--- src/rtl/rx_frame_reader_if.sv ---
// Bus bundle for rx_frame_reader: rfq descriptor pop, rxff word pop and the
// downstream valid/ready word stream. master = the reader, slave = its surroundings.
interface rx_frame_reader_if #(
    parameter int LEN_W = 14
);
    logic [LEN_W-1:0] rfq_dout;
    logic             rfq_empty;
    logic             rfq_re;
    logic [35:0]      rxff_dout;
    logic             rxff_empty;
    logic             rxff_re;
    logic [31:0]      rx_data;
    logic             rx_valid;
    logic             rx_ready;
    logic             rx_last;
    logic [1:0]       rx_lanes;

    modport master (
        input  rfq_dout, rfq_empty, rxff_dout, rxff_empty, rx_ready,
        output rfq_re, rxff_re, rx_data, rx_valid, rx_last, rx_lanes
    );

    modport slave (
        output rfq_dout, rfq_empty, rxff_dout, rxff_empty, rx_ready,
        input  rfq_re, rxff_re, rx_data, rx_valid, rx_last, rx_lanes
    );
endinterface

--- src/rtl/rx_frame_reader.sv ---
// Drains one rfq descriptor and its rxff words per frame, patching the length header.
// Optional macro RX_FRAME_READER_CRC_STRIP_EN truncates output at len+2 bytes and drains the CRC.
module rx_frame_reader #(
    parameter int LEN_W = 14
) (
    input  logic                clk,
    input  logic                reset,
    input  logic                enable,
    rx_frame_reader_if.master   bus,
    output logic                sync_err,
    output logic [31:0]         frame_count,
    output logic [31:0]         drop_count
);
    localparam logic [1:0] S_IDLE  = 2'd0;
    localparam logic [1:0] S_HEAD  = 2'd1;
    localparam logic [1:0] S_BODY  = 2'd2;
    localparam logic [1:0] S_DRAIN = 2'd3;

    logic [1:0]       state_q, state_d;
    logic [LEN_W-1:0] len_q, len_d;
    logic [31:0]      frame_count_q, frame_count_d;
    logic [31:0]      drop_count_q, drop_count_d;

    logic [3:0]  eof;
    logic        any_eof;
    logic        in_frame;
    logic        valid;
    logic        xfer;
    logic        pop_rfq;
    logic        word_last;
    logic        early_eof;
    logic [1:0]  word_lanes;
    logic [15:0] len16;

    // Highest eof lane h leaves h+1 valid bytes; a full word is encoded as 0.
    function automatic logic [1:0] eof_lanes(input logic [3:0] e);
        if (e[3])      return 2'd0;
        else if (e[2]) return 2'd3;
        else if (e[1]) return 2'd2;
        else           return 2'd1;
    endfunction

    assign eof      = {bus.rxff_dout[8], bus.rxff_dout[17], bus.rxff_dout[26], bus.rxff_dout[35]};
    assign any_eof  = |eof;
    assign in_frame = ~reset & ((state_q == S_HEAD) | (state_q == S_BODY));
    assign valid    = in_frame & ~bus.rxff_empty;
    assign xfer     = valid & bus.rx_ready;
    assign pop_rfq  = ~reset & (state_q == S_IDLE) & enable & ~bus.rfq_empty;
    assign len16    = 16'(len_q);

`ifdef RX_FRAME_READER_CRC_STRIP_EN
    logic [LEN_W-1:0] wc_q, wc_d;
    logic [1:0]       lanes_q, lanes_d;
    logic [LEN_W:0]   len_plus2;
    logic [LEN_W-1:0] wc_init;

    assign len_plus2  = {1'b0, bus.rfq_dout} + (LEN_W+1)'(2);
    assign wc_init    = LEN_W'((len_plus2 + (LEN_W+1)'(3)) >> 2);
    assign early_eof  = any_eof & (wc_q != LEN_W'(1));
    assign word_last  = (wc_q == LEN_W'(1)) | any_eof;
    assign word_lanes = early_eof ? eof_lanes(eof) : lanes_q;
`else
    assign early_eof  = 1'b0;
    assign word_last  = any_eof;
    assign word_lanes = eof_lanes(eof);
`endif

    assign bus.rfq_re   = pop_rfq;
    assign bus.rxff_re  = xfer | (~reset & (state_q == S_DRAIN) & ~bus.rxff_empty);
    assign bus.rx_valid = valid;
    assign bus.rx_last  = valid & word_last;
    assign bus.rx_lanes = (valid & word_last) ? word_lanes : 2'd0;
    assign bus.rx_data  = (state_q == S_HEAD)
                        ? {len16, bus.rxff_dout[16:9], bus.rxff_dout[7:0]}
                        : {bus.rxff_dout[34:27], bus.rxff_dout[25:18],
                           bus.rxff_dout[16:9], bus.rxff_dout[7:0]};
    assign sync_err     = xfer & early_eof;
    assign frame_count  = frame_count_q;
    assign drop_count   = drop_count_q;

    always_comb begin
        state_d       = state_q;
        len_d         = len_q;
        frame_count_d = frame_count_q;
        drop_count_d  = drop_count_q;
`ifdef RX_FRAME_READER_CRC_STRIP_EN
        wc_d          = wc_q;
        lanes_d       = lanes_q;
`endif
        case (state_q)
            S_IDLE: begin
                if (pop_rfq) begin
                    len_d = bus.rfq_dout;
`ifdef RX_FRAME_READER_CRC_STRIP_EN
                    wc_d    = wc_init;
                    lanes_d = len_plus2[1:0];
`endif
                    if (bus.rfq_dout == '0) begin
                        state_d      = S_DRAIN;
                        drop_count_d = drop_count_q + 32'd1;
                    end else begin
                        state_d = S_HEAD;
                    end
                end
            end
            S_HEAD, S_BODY: begin
                if (xfer) begin
`ifdef RX_FRAME_READER_CRC_STRIP_EN
                    wc_d = wc_q - LEN_W'(1);
`endif
                    if (word_last) begin
                        frame_count_d = frame_count_q + 32'd1;
                        // An eof already consumed means nothing is left to drain.
                        state_d = any_eof ? S_IDLE : S_DRAIN;
                    end else begin
                        state_d = S_BODY;
                    end
                end
            end
            default: begin
                if (~bus.rxff_empty & any_eof) state_d = S_IDLE;
            end
        endcase
    end

    always_ff @(posedge clk) begin
        if (reset) begin
            state_q       <= S_IDLE;
            frame_count_q <= 32'd0;
            drop_count_q  <= 32'd0;
        end else begin
            state_q       <= state_d;
            frame_count_q <= frame_count_d;
            drop_count_q  <= drop_count_d;
        end
    end

    always_ff @(posedge clk) begin
        len_q <= len_d;
`ifdef RX_FRAME_READER_CRC_STRIP_EN
        wc_q    <= wc_d;
        lanes_q <= lanes_d;
`endif
    end
endmodule

--- src/flat_wrapper.sv ---
// flat-port wrapper written by rule: the top's interface ports become plain ports
module rx_frame_reader_flat 
#(
    parameter int LEN_W = 14
)
  (clk, reset, enable, sync_err, frame_count, drop_count, bus_rfq_dout, bus_rfq_empty, bus_rxff_dout, bus_rxff_empty, bus_rx_ready, bus_rfq_re, bus_rxff_re, bus_rx_data, bus_rx_valid, bus_rx_last, bus_rx_lanes);
  rx_frame_reader_if #(.LEN_W(LEN_W)) bus_i ();
  input  logic clk;
  input  logic reset;
  input  logic enable;
  output logic sync_err;
  output logic [31:0] frame_count;
  output logic [31:0] drop_count;
  input wire logic [$bits(bus_i.rfq_dout)-1:0] bus_rfq_dout;
  input wire logic [$bits(bus_i.rfq_empty)-1:0] bus_rfq_empty;
  input wire logic [$bits(bus_i.rxff_dout)-1:0] bus_rxff_dout;
  input wire logic [$bits(bus_i.rxff_empty)-1:0] bus_rxff_empty;
  input wire logic [$bits(bus_i.rx_ready)-1:0] bus_rx_ready;
  output wire logic [$bits(bus_i.rfq_re)-1:0] bus_rfq_re;
  output wire logic [$bits(bus_i.rxff_re)-1:0] bus_rxff_re;
  output wire logic [$bits(bus_i.rx_data)-1:0] bus_rx_data;
  output wire logic [$bits(bus_i.rx_valid)-1:0] bus_rx_valid;
  output wire logic [$bits(bus_i.rx_last)-1:0] bus_rx_last;
  output wire logic [$bits(bus_i.rx_lanes)-1:0] bus_rx_lanes;
  assign bus_i.rfq_dout = bus_rfq_dout;
  assign bus_i.rfq_empty = bus_rfq_empty;
  assign bus_i.rxff_dout = bus_rxff_dout;
  assign bus_i.rxff_empty = bus_rxff_empty;
  assign bus_i.rx_ready = bus_rx_ready;
  assign bus_rfq_re = bus_i.rfq_re;
  assign bus_rxff_re = bus_i.rxff_re;
  assign bus_rx_data = bus_i.rx_data;
  assign bus_rx_valid = bus_i.rx_valid;
  assign bus_rx_last = bus_i.rx_last;
  assign bus_rx_lanes = bus_i.rx_lanes;
  rx_frame_reader #(.LEN_W(LEN_W)) u_core (.clk(clk), .reset(reset), .enable(enable), .bus(bus_i), .sync_err(sync_err), .frame_count(frame_count), .drop_count(drop_count));
endmodule
--- config.mk ---
export PLATFORM = sky130hd
export DESIGN_NAME = rx_frame_reader_flat
export DESIGN_NICKNAME = d
export VERILOG_FILES = /design/src/rtl/rx_frame_reader_if.sv /design/src/rtl/rx_frame_reader.sv /design/src/flat_wrapper.sv
export SDC_FILE = /design/constraint.sdc
export NUM_CORES = 1
export LEC_CHECK = 0
export CAP_MARGIN = 25
export CORE_ASPECT_RATIO = 2
export CORE_MARGIN = 4
export CORE_UTILIZATION = 41
export DETAILED_ROUTE_END_ITERATION = 10
export GPL_TIMING_DRIVEN = 0
export PLACE_DENSITY_LB_ADDON = 0.25
export SYNTH_ARGS = -nofsm -noshare
export SYNTH_HDL_FRONTEND = slang
export SYNTH_SLANG_ARGS = --single-unit
--- constraint.sdc ---
create_clock -name clk -period 2.05 [get_ports clk]
set_clock_uncertainty 0.05 [all_clocks]
set_input_delay 0.41 -clock clk [delete_from_list [all_inputs] [get_ports clk]]
set_output_delay 0.41 -clock clk [all_outputs]
set_load 0.01 [all_outputs]
==> reports/metrics.csv, run 1 <==
metric;value;unit
status;finished with violations;
failed_checks;negative setup slack;
cts_buffers;9;
insertedDiodeCount;0;
synth.cell_area;4380;µm²
yosysSeqAreaShare;39.8;%
die_y;154;µm
startpoint;u_core.state_q[0];
drive_above_1_share;32.8;%
coreArea;10500;µm²
cts_tree;built;
period_share;108;%
initial_utilization;41.8;%
finalMaxSlewViolations;0;
tightest_slew;696;ps
dieArea;12500;µm²
rsz0062_at_grt;yes;
final_core_util;72.0;%
syn2layout_area_growth;72.2;%
synth_top_cell_by_area;dfxtp_1;
grt_pass1_vias;4678;
fmax;0.453;GHz
fin_area;7540;µm²
maxCapViolCount;0;
drt_iter0_markers;244;
hold_viol;0;
reg2reg_slack;-160;ps
h-tree-depth;3;
root_buffer;clkbuf_16;
worstPathMaxFanout;5;
cp-endpoint;u_core.frame_count[31];
wirelength;15.8;mm
ys_ff_latch;80;
dr.pass1.iters;7;
clk_latency;340;ps
fin_ws;-157;ps
power_density;579;nW/µm²
gp_congestion;0.852;
startpoint_type;flop;
fillers;758;
io_pins;159;
cts_buffer_depth;2;
cts.sinks;80;
grt_pass1_wl;22.8;mm
antenna_found_initial;0;
hpwl;10.2;mm
syn_inst;493;
ff2ff_path_depth;6;
gr-usage-all-layers;23.2;%
worstPathRequired;2220;ps
placed_area;5980;µm²
ys_types;40;
fp.dieW;81.1;µm
via_count;4700;
yosys_warnings;0;
leakagePower;0.00296;µW
io_buffers;141;
yosysTopAreaCellShare;30.2;%
setup_viol;32;
avgSynthCellArea;8.88;µm²
r2r_end;u_core.frame_count[31];
end_kind;flop;
synth.net_count;555;
synthTopCellsByArea;dfxtp_1 (30%), edfxtp_1 (9.6%), mux2_1 (6.9%), nor2b_1 (4.0%), nor2_1 (3.7%);
fin_nets;737;
hold_path.class;primary input to flop;
ir_drop;570;µV
period_needed;2210;ps
slew_headroom;53.6;%
post_drt_wl_per_cell;19.3;µm
criticalPathCategory;flop to flop;
antenna_left;0;
crit_arrival;2380;ps
grt_max_degree;15;
avgViaCountPerCell;5.75;
rows;53;
overflow;0;
r2r_start;u_core.state_q[0];
drt_drc_violations_left;0;
cts.reportedPaths.clkPinSlew;60;ps
-- layer usage --
| layer | up-vias | global-route usage (%) | wire [µm] |
|---|---|---|---|
| li1 | 2187 | - | - |
| met1 | 2293 | 22.6 | 5510 |
| met2 | 181 | 44.6 | 8920 |
| met3 | 39 | 4.51 | 833 |
| met4 | 0 | 10.4 | 536 |
| met5 | - | 0 | 0 |
-- sequential cells by signal, summed over array words and instances, names as in the netlist --
| name | flops |
|---|---|
| u_core.drop_count | 32 |
| u_core.frame_count | 32 |
| u_core.len_q | 14 |
| u_core.state_q | 2 |
-- area by class of cell --
class | count | area [µm²] | area share [%]
Clock inverter | 3 | 65.1 | 0.863
Sequential cell | 80 | 1750 | 23.2
Buffer | 43 | 410 | 5.44
Tap cell | 137 | 171 | 2.27
Multi-Input combinational cell | 357 | 3160 | 41.8
Inverter | 10 | 45.0 | 0.597
Clock buffer | 13 | 260 | 3.45
Timing Repair Buffer | 174 | 1680 | 22.3
-- report_power, final --
group,switching [µW],internal (µW),total [µW]
clock,641,1130,1770
sequential,15.9,1630,1640
combinational,392,558,949
total,1050,3320,4370
-- through the flow --
| stage | instances | setup TNS (ps) | power [µW] | hold WS [ps] | setup WS, ps |
|---|---|---|---|---|---|
| floorplan | 493 | -37.4 | 2030 | 436 | -37.4 |
| global placement | 771 | -53680 | 2350 | 427 | -894 |
| detailed placement | 771 | -60010 | 2370 | 440 | -974 |
| CTS | 807 | -1640 | 4230 | 359 | -161 |
| global route | 817 | -4640 | 4490 | 381 | -201 |
| finish | 817 | -1670 | 4370 | 367 | -157 |
-- cell usage after synthesis --
cell / number
ha_1: 6
buf_1: 2
and3_1: 6
buf_6: 1
nand3_1: 19
nor3b_1: 1
inv_2: 1
a21oi_1: 31
nand2_1: 25
nand4_1: 22
or4_1: 20
nor4b_1: 1
edfxtp_1: 14
a22o_1: 1
a22oi_1: 1
o31ai_1: 21
mux2_2: 14
xnor2_1: 8
buf_2: 3
and4_1: 13
clkbuf_1: 24
o21a_1: 1
or3_1: 9
and2_1: 6
mux2_1: 27
nor2b_1: 28
nor4_1: 25
dfxtp_1: 66
nor3_1: 11
conb_1: 1
nor4_2: 1
o21ai_0: 1
o21ai_1: 9
nor4b_2: 1
inv_1: 9
buf_4: 17
nor2_1: 43
or2_2: 1
nand4bb_1: 2
o2111ai_1: 1
-- critical path, stage by stage (launching register included) --
cell and delay (ps):
dfxtp_4 370, inv_4 40, ha_4 260, nand4bb_4 140
or3_4 480, nor4_1 390, mux2_1 350
-- what timing repair did --
item,4_1_cts,5_1_grt
pin swaps,42,25
resized for setup,216,102
endpoints found under the setup margin,100,70
cloned,2,3
hold buffers,0,0
setup buffers,20,9
-- logic make-up (layout without fill, tap and decap cells) --
group                    count (synthesis)  after routing  synth area share (%)
AND/OR/NAND/NOR                        234            235                  30.7
flip-flops                              80             80                  39.8
AO/OA/AOI/OAI                           66             66                  9.03
buffers and inverters                   57            243                  6.60
multiplexers                            41             41                  10.5
XOR/XNOR                                 8              8                  1.60
adder cells (fa/ha/maj)                  6              6                  1.71
other                                    1              1                0.0856
-- worst min-delay path by stage --
stage | startpoint | to | slack (ps) | depth (start not counted)
global route | bus_rfq_dout[6] | u_core.len_q[6] | 380 | 1
floorplan | u_core.state_q[0] | u_core.state_q[0] | 440 | 2
CTS | bus_rfq_dout[2] | u_core.len_q[2] | 360 | 1
finish | bus_rfq_dout[6] | u_core.len_q[6] | 370 | 1
global placement | u_core.frame_count[21] | u_core.frame_count[21] | 430 | 2
detailed placement | u_core.frame_count[14] | u_core.frame_count[14] | 440 | 2
-- placed cells by master, fill, tap and decap left out, types with 6 or more instances in the layout --
master           count
a21oi_1             15
a21oi_2             16
and2_1               6
and3_1               6
and4_1              12
buf_4               38
buf_6               27
clkbuf_1            12
clkbuf_16           12
clkdlybuf4s50_1    107
dfxtp_1             59
dfxtp_2              6
dlygate4sd2_1       15
edfxtp_1            14
inv_1                7
mux2_1              15
mux2_4              24
nand2_1             21
nand3_1             19
nand4_1             22
nor2_1              43
nor2b_1             28
nor3_2               6
nor4_1               6
nor4_4              16
o21ai_1              9
o31ai_1              6
o31ai_4             10
or3_1                6
or4_1                7
or4_4               13
xnor2_1              8
Note: power is estimated with default switching activity, not from simulation.
==> inputs of run 2 (changes only) <==
Settings changed: CORE_MARGIN 4 to default, SLEW_MARGIN from default to 40.
==> reports/metrics.csv, run 2 (synthesis results as in run 1) <==
metric;value;unit
period_share;108;%
hold_path.class;primary input to flop;
failed_checks;negative setup slack;
crit_slowest_cell;or4_4;
cts_buffer_depth;2;
rows;53;
status;finished with violations;
cts.sinks;80;
io_pins;159;
period_needed;2220;ps
ir_drop;424;µV
wirelength;15.9;mm
cts_tree;built;
finalMaxSlewViolations;0;
hpwl;9.77;mm
startpoint_type;flop;
post_drt_wl_per_cell;19.2;µm
place_ws;-911;ps
drive_above_1_share;36.3;%
rsz0062_at_grt;yes;
fin_area;7740;µm²
fp.dieW;75.1;µm
hold_buffers;0;
route.met2.wl;9.17;mm
root_buffer;clkbuf_16;
power_density;560;nW/µm²
initial_utilization;41.8;%
setup_viol;58;
worstPathRequired;2260;ps
cp_common_cell;buf_6;
grt_max_degree;15;
gp_congestion;0.840;
antenna_left;0;
cp_cell_sequence;inv_4 > ha_4 > nand4bb_4 > buf_6 > or3_4 > buf_6 > or4_4 > a21oi_2;
cts.reportedPaths.clkPinSlew;60;ps
insertedDiodeCount;0;
cts_buffers;9;
coreArea;10500;µm²
dr.pass1.iters;5;
drt_iter0_markers;250;
worstPathMaxFanout;5;
hold_viol;0;
gr-usage-all-layers;27.0;%
h-tree-depth;3;
met1_length;5.40;mm
maxCapViolCount;0;
fmax;0.450;GHz
critPathMaxStageDelay;420;ps
antenna_found_initial;0;
fin_nets;746;
top_layer;met4;
mostFrequentLayoutCells;clkdlybuf4s50_1 (109), dfxtp_1 (59), nor2_1 (42);
placed_area;5980;µm²
grt_pass1_vias;4762;
end_kind;flop;
via_count;4722;
fin_ws;-171;ps
clk_latency;340;ps
layout_commonest_cell;clkdlybuf4s50_1;
crit_arrival;2440;ps
dpl.cell_count;771;
io_buffers;141;
final_core_util;73.9;%
dieArea;11100;µm²
slew_headroom;55.2;%
die_y;148;µm
leakagePower;0.00310;µW
syn2layout_area_growth;76.8;%
wl_met3;868;µm
grt_pass1_wl;23.0;mm
overflow;0;
drt_drc_violations_left;0;
tightest_slew;673;ps
avgViaCountPerCell;5.72;
criticalPathCategory;flop to flop;
layoutNonFillerInstCount;826;
## run 2: area by class of cell
class                           count  area (µm²)
Buffer                             42         379
Fill cell                         722        2740
Clock buffer                        9         225
Multi-Input combinational cell    356        3250
Timing Repair Buffer              185        1830
Sequential cell                    80        1750
Clock inverter                      7        86.3
Inverter                           10        45.0
Tap cell                          137         171
## run 2: timing repair
| action | in CTS | in global routing |
|---|---|---|
| endpoints found under the hold margin | 0 | 0 |
| buffers inserted | 31 | 11 |
| pin swaps | 54 | 37 |
| cloned | 2 | 1 |
| resized for setup | 234 | 114 |
| endpoints found under the setup margin | 86 | 73 |
## run 2: critical path, delay by kind of cell (launching register included)
family                   cells  cell delay [ps]
AND/OR/NAND/NOR              3              960
flip-flops                   1              370
buffers and inverters        3              330
adder cells (fa/ha/maj)      1              280
AO/OA/AOI/OAI                1              140
## run 2: report_power, final
group          internal, µW  total (µW)  leakage (µW)  switching, µW
sequential             1630        1640      0.000663           16.1
clock                  1060        1700      0.000153            649
combinational           590         989       0.00229            399
## run 2: path summary, 6_finish.rpt
path | startpoint | endpoint | slack (ps) | cells after the start
setup / recovery | u_core.state_q[0] | u_core.frame_count[12] | -170 | 8
hold / removal | bus_rfq_dout[8] | u_core.len_q[8] | 380 | 1
hold reg to reg | u_core.drop_count[5] | u_core.drop_count[5] | 450 | 2
setup reg to reg | u_core.state_q[0] | u_core.frame_count[12] | -170 | 8
## run 2: per-layer routing
| metal | up-vias | GRT usage, % |
|---|---|---|
| met1 | 2302 | 26.0 |
| met3 | 40 | 5.49 |
| li1 | 2203 | - |
| met2 | 177 | 51.9 |
| met4 | 0 | 12.2 |
| met5 | - | 0 |
## run 2: through the flow
step                hold WS, ps  setup TNS [ps]  power (µW)
floorplan                   436           -37.4        2030
global placement            428          -52970        2350
detailed placement          439          -56060        2370
CTS                         370           -2640        4230
global route                377           -7130        4480
finish                      377           -4180        4340
==> inputs of run 3 (changes only) <==
Settings changed: CORE_UTILIZATION 41 to 45, MAX_ROUTING_LAYER from default to met4.
Clock period 2.05 ns to 2.26 ns, I/O delays scaled along.
==> reports/metrics.csv, run 3 (synthesis results as in run 1) <==
metric;value;unit
whs;307;ps
startpoint;bus_rxff_dout[35];
fp.dieW;71.8;µm
worstPathRequired;2480;ps
power_density;510;nW/µm²
fmax;0.438;GHz
h-tree-depth;3;
r2r_start;u_core.state_q[1];
p_seq_share;42.2;%
hold_viol;0;
hold_path.class;primary input to flop;
cts.sinks;80;
end_kind;flop;
drt_drc_violations_left;0;
layout_commonest_cell;clkdlybuf4s50_1;
tightest_slew;572;ps
insertedDiodeCount;0;
gp_congestion;0.895;
failed_checks;negative setup slack;
maxCapViolCount;0;
io_pins;159;
p_sw;876;µW
dr.pass1.iters;4;
wirelength;13.8;mm
grt_max_degree;15;
hold_path_startpoint;bus_rfq_dout[12];
ir_drop;382;µV
setup_viol;2;
worstPathMaxFanout;10;
criticalPathCategory;primary input to flop;
rsz0062_at_grt;yes;
p_clk_share;37.7;%
hpwl;9.65;mm
totalPowerFinal;3540;µW
post_drt_wl_per_cell;17.9;µm
cts_buffer_depth;2;
fin_nets;725;
period_needed;2290;ps
overflow;0;
fillers;680;
root_buffer;clkbuf_16;
p_comb_share;20.1;%
antenna_left;0;
drt_iter0_markers;401;
period_share;101;%
cts_buffers;9;
cts.reportedPaths.clkPinSlew;60;ps
coreArea;9380;µm²
place_ws;-787;ps
fin_ws;-25.7;ps
finalMaxSlewViolations;0;
die_y;142;µm
startpoint_type;primary input;
gr-usage-all-layers;28.2;%
crit_arrival;2510;ps
via_count;4567;
slew_headroom;61.8;%
io_buffers;141;
leakagePower;0.00268;µW
dieArea;10200;µm²
sw_frac_of_total;24.8;%
grt_pass1_vias;4552;
clk_latency;340;ps
grt_pass1_wl;22.0;mm
mostFrequentLayoutCells;clkdlybuf4s50_1 (110), dfxtp_1 (64), nor2_1 (43);
status;finished with violations;
drive_above_1_share;21.3;%
avgViaCountPerCell;5.92;
antenna_found_initial;0;
initial_utilization;46.7;%
cts_tree;built;
p_int;2660;µW
syn2layout_area_growth;58.3;%
rows;50;
==> run 3: cell count changes in the layout (fill, tap and decap cells not counted), sizes merged <==
| cell | delta |
|---|---|
| buf | -40 |
| bufbuf | +1 |
| bufinv | -2 |
| clkbuf | +6 |
| clkdlybuf4s50 | +1 |
| clkinvlp | -1 |
| dlygate4sd2 | +11 |
| dlymetal6s2s | +3 |
==> run 3: final timing paths <==
kind	endpoint	slack [ps]	depth (start not counted)
worst max-delay path	u_core.frame_count[16]	-30	7
worst min-delay path	u_core.len_q[12]	310	1
worst max register to register	u_core.frame_count[31]	-10	7
worst min register to register	u_core.frame_count[30]	470	2
==> run 3: critical path, stage by stage <==
cell and delay, ps:
clkdlybuf4s50_1 530, nor4_4 70, buf_4 150, or3_1 430
buf_4 190, or4_1 520, a21oi_2 160
==> run 3: area by class of cell <==
class                           count  area (µm²)  share of cell area [%]
Buffer                             46         347                    5.00
Clock buffer                       12         250                    3.61
Clock inverter                      4        20.0                   0.289
Inverter                           10        42.5                   0.613
Multi-Input combinational cell    356        2810                    40.5
Sequential cell                    80        1750                    25.2
Tap cell                          104         130                    1.88
Timing Repair Buffer              160        1590                    23.0
==> run 3: what timing repair did <==
item | 4_1_cts | 5_1_grt
hold buffers | 0 | 0
endpoints found under the setup margin | 76 | 44
resized for setup | 106 | 53
setup buffers | 13 | 4
gates cloned | 2 | 0
pin swaps | 8 | 23
==> run 3: layer usage <==
metal | vias up | global-route usage [%] | wire (µm)
met5 | - | - | 0
met4 | 0 | 15.2 | 486
met3 | 42 | 4.83 | 729
met2 | 177 | 50.5 | 7650
met1 | 2194 | 28.4 | 4980
li1 | 2154 | - | -
==> run 3: stage by stage <==
stage / util [%] / TNS (ps) / area [µm²] / cells
after floorplan: - / 0 / 4390 / 493
after CTS: 71.5 / -123 / 6710 / 768
after global placement: 63.2 / -38800 / 5930 / 738
after detailed placement: 63.2 / -44440 / 5930 / 738
final: 73.9 / -46.0 / 6930 / 772
after global routing: 73.9 / -289 / 6930 / 772
==> run 3: power by group through the flow <==
stage / Clock, µW / Combinational (µW) / Sequential, µW
finish: 1330 / 710 / 1490
global route: 1420 / 762 / 1490
CTS: 1350 / 662 / 1490
detailed placement: 0 / 629 / 1520
global placement: 0 / 611 / 1510
floorplan: 0 / 329 / 1510
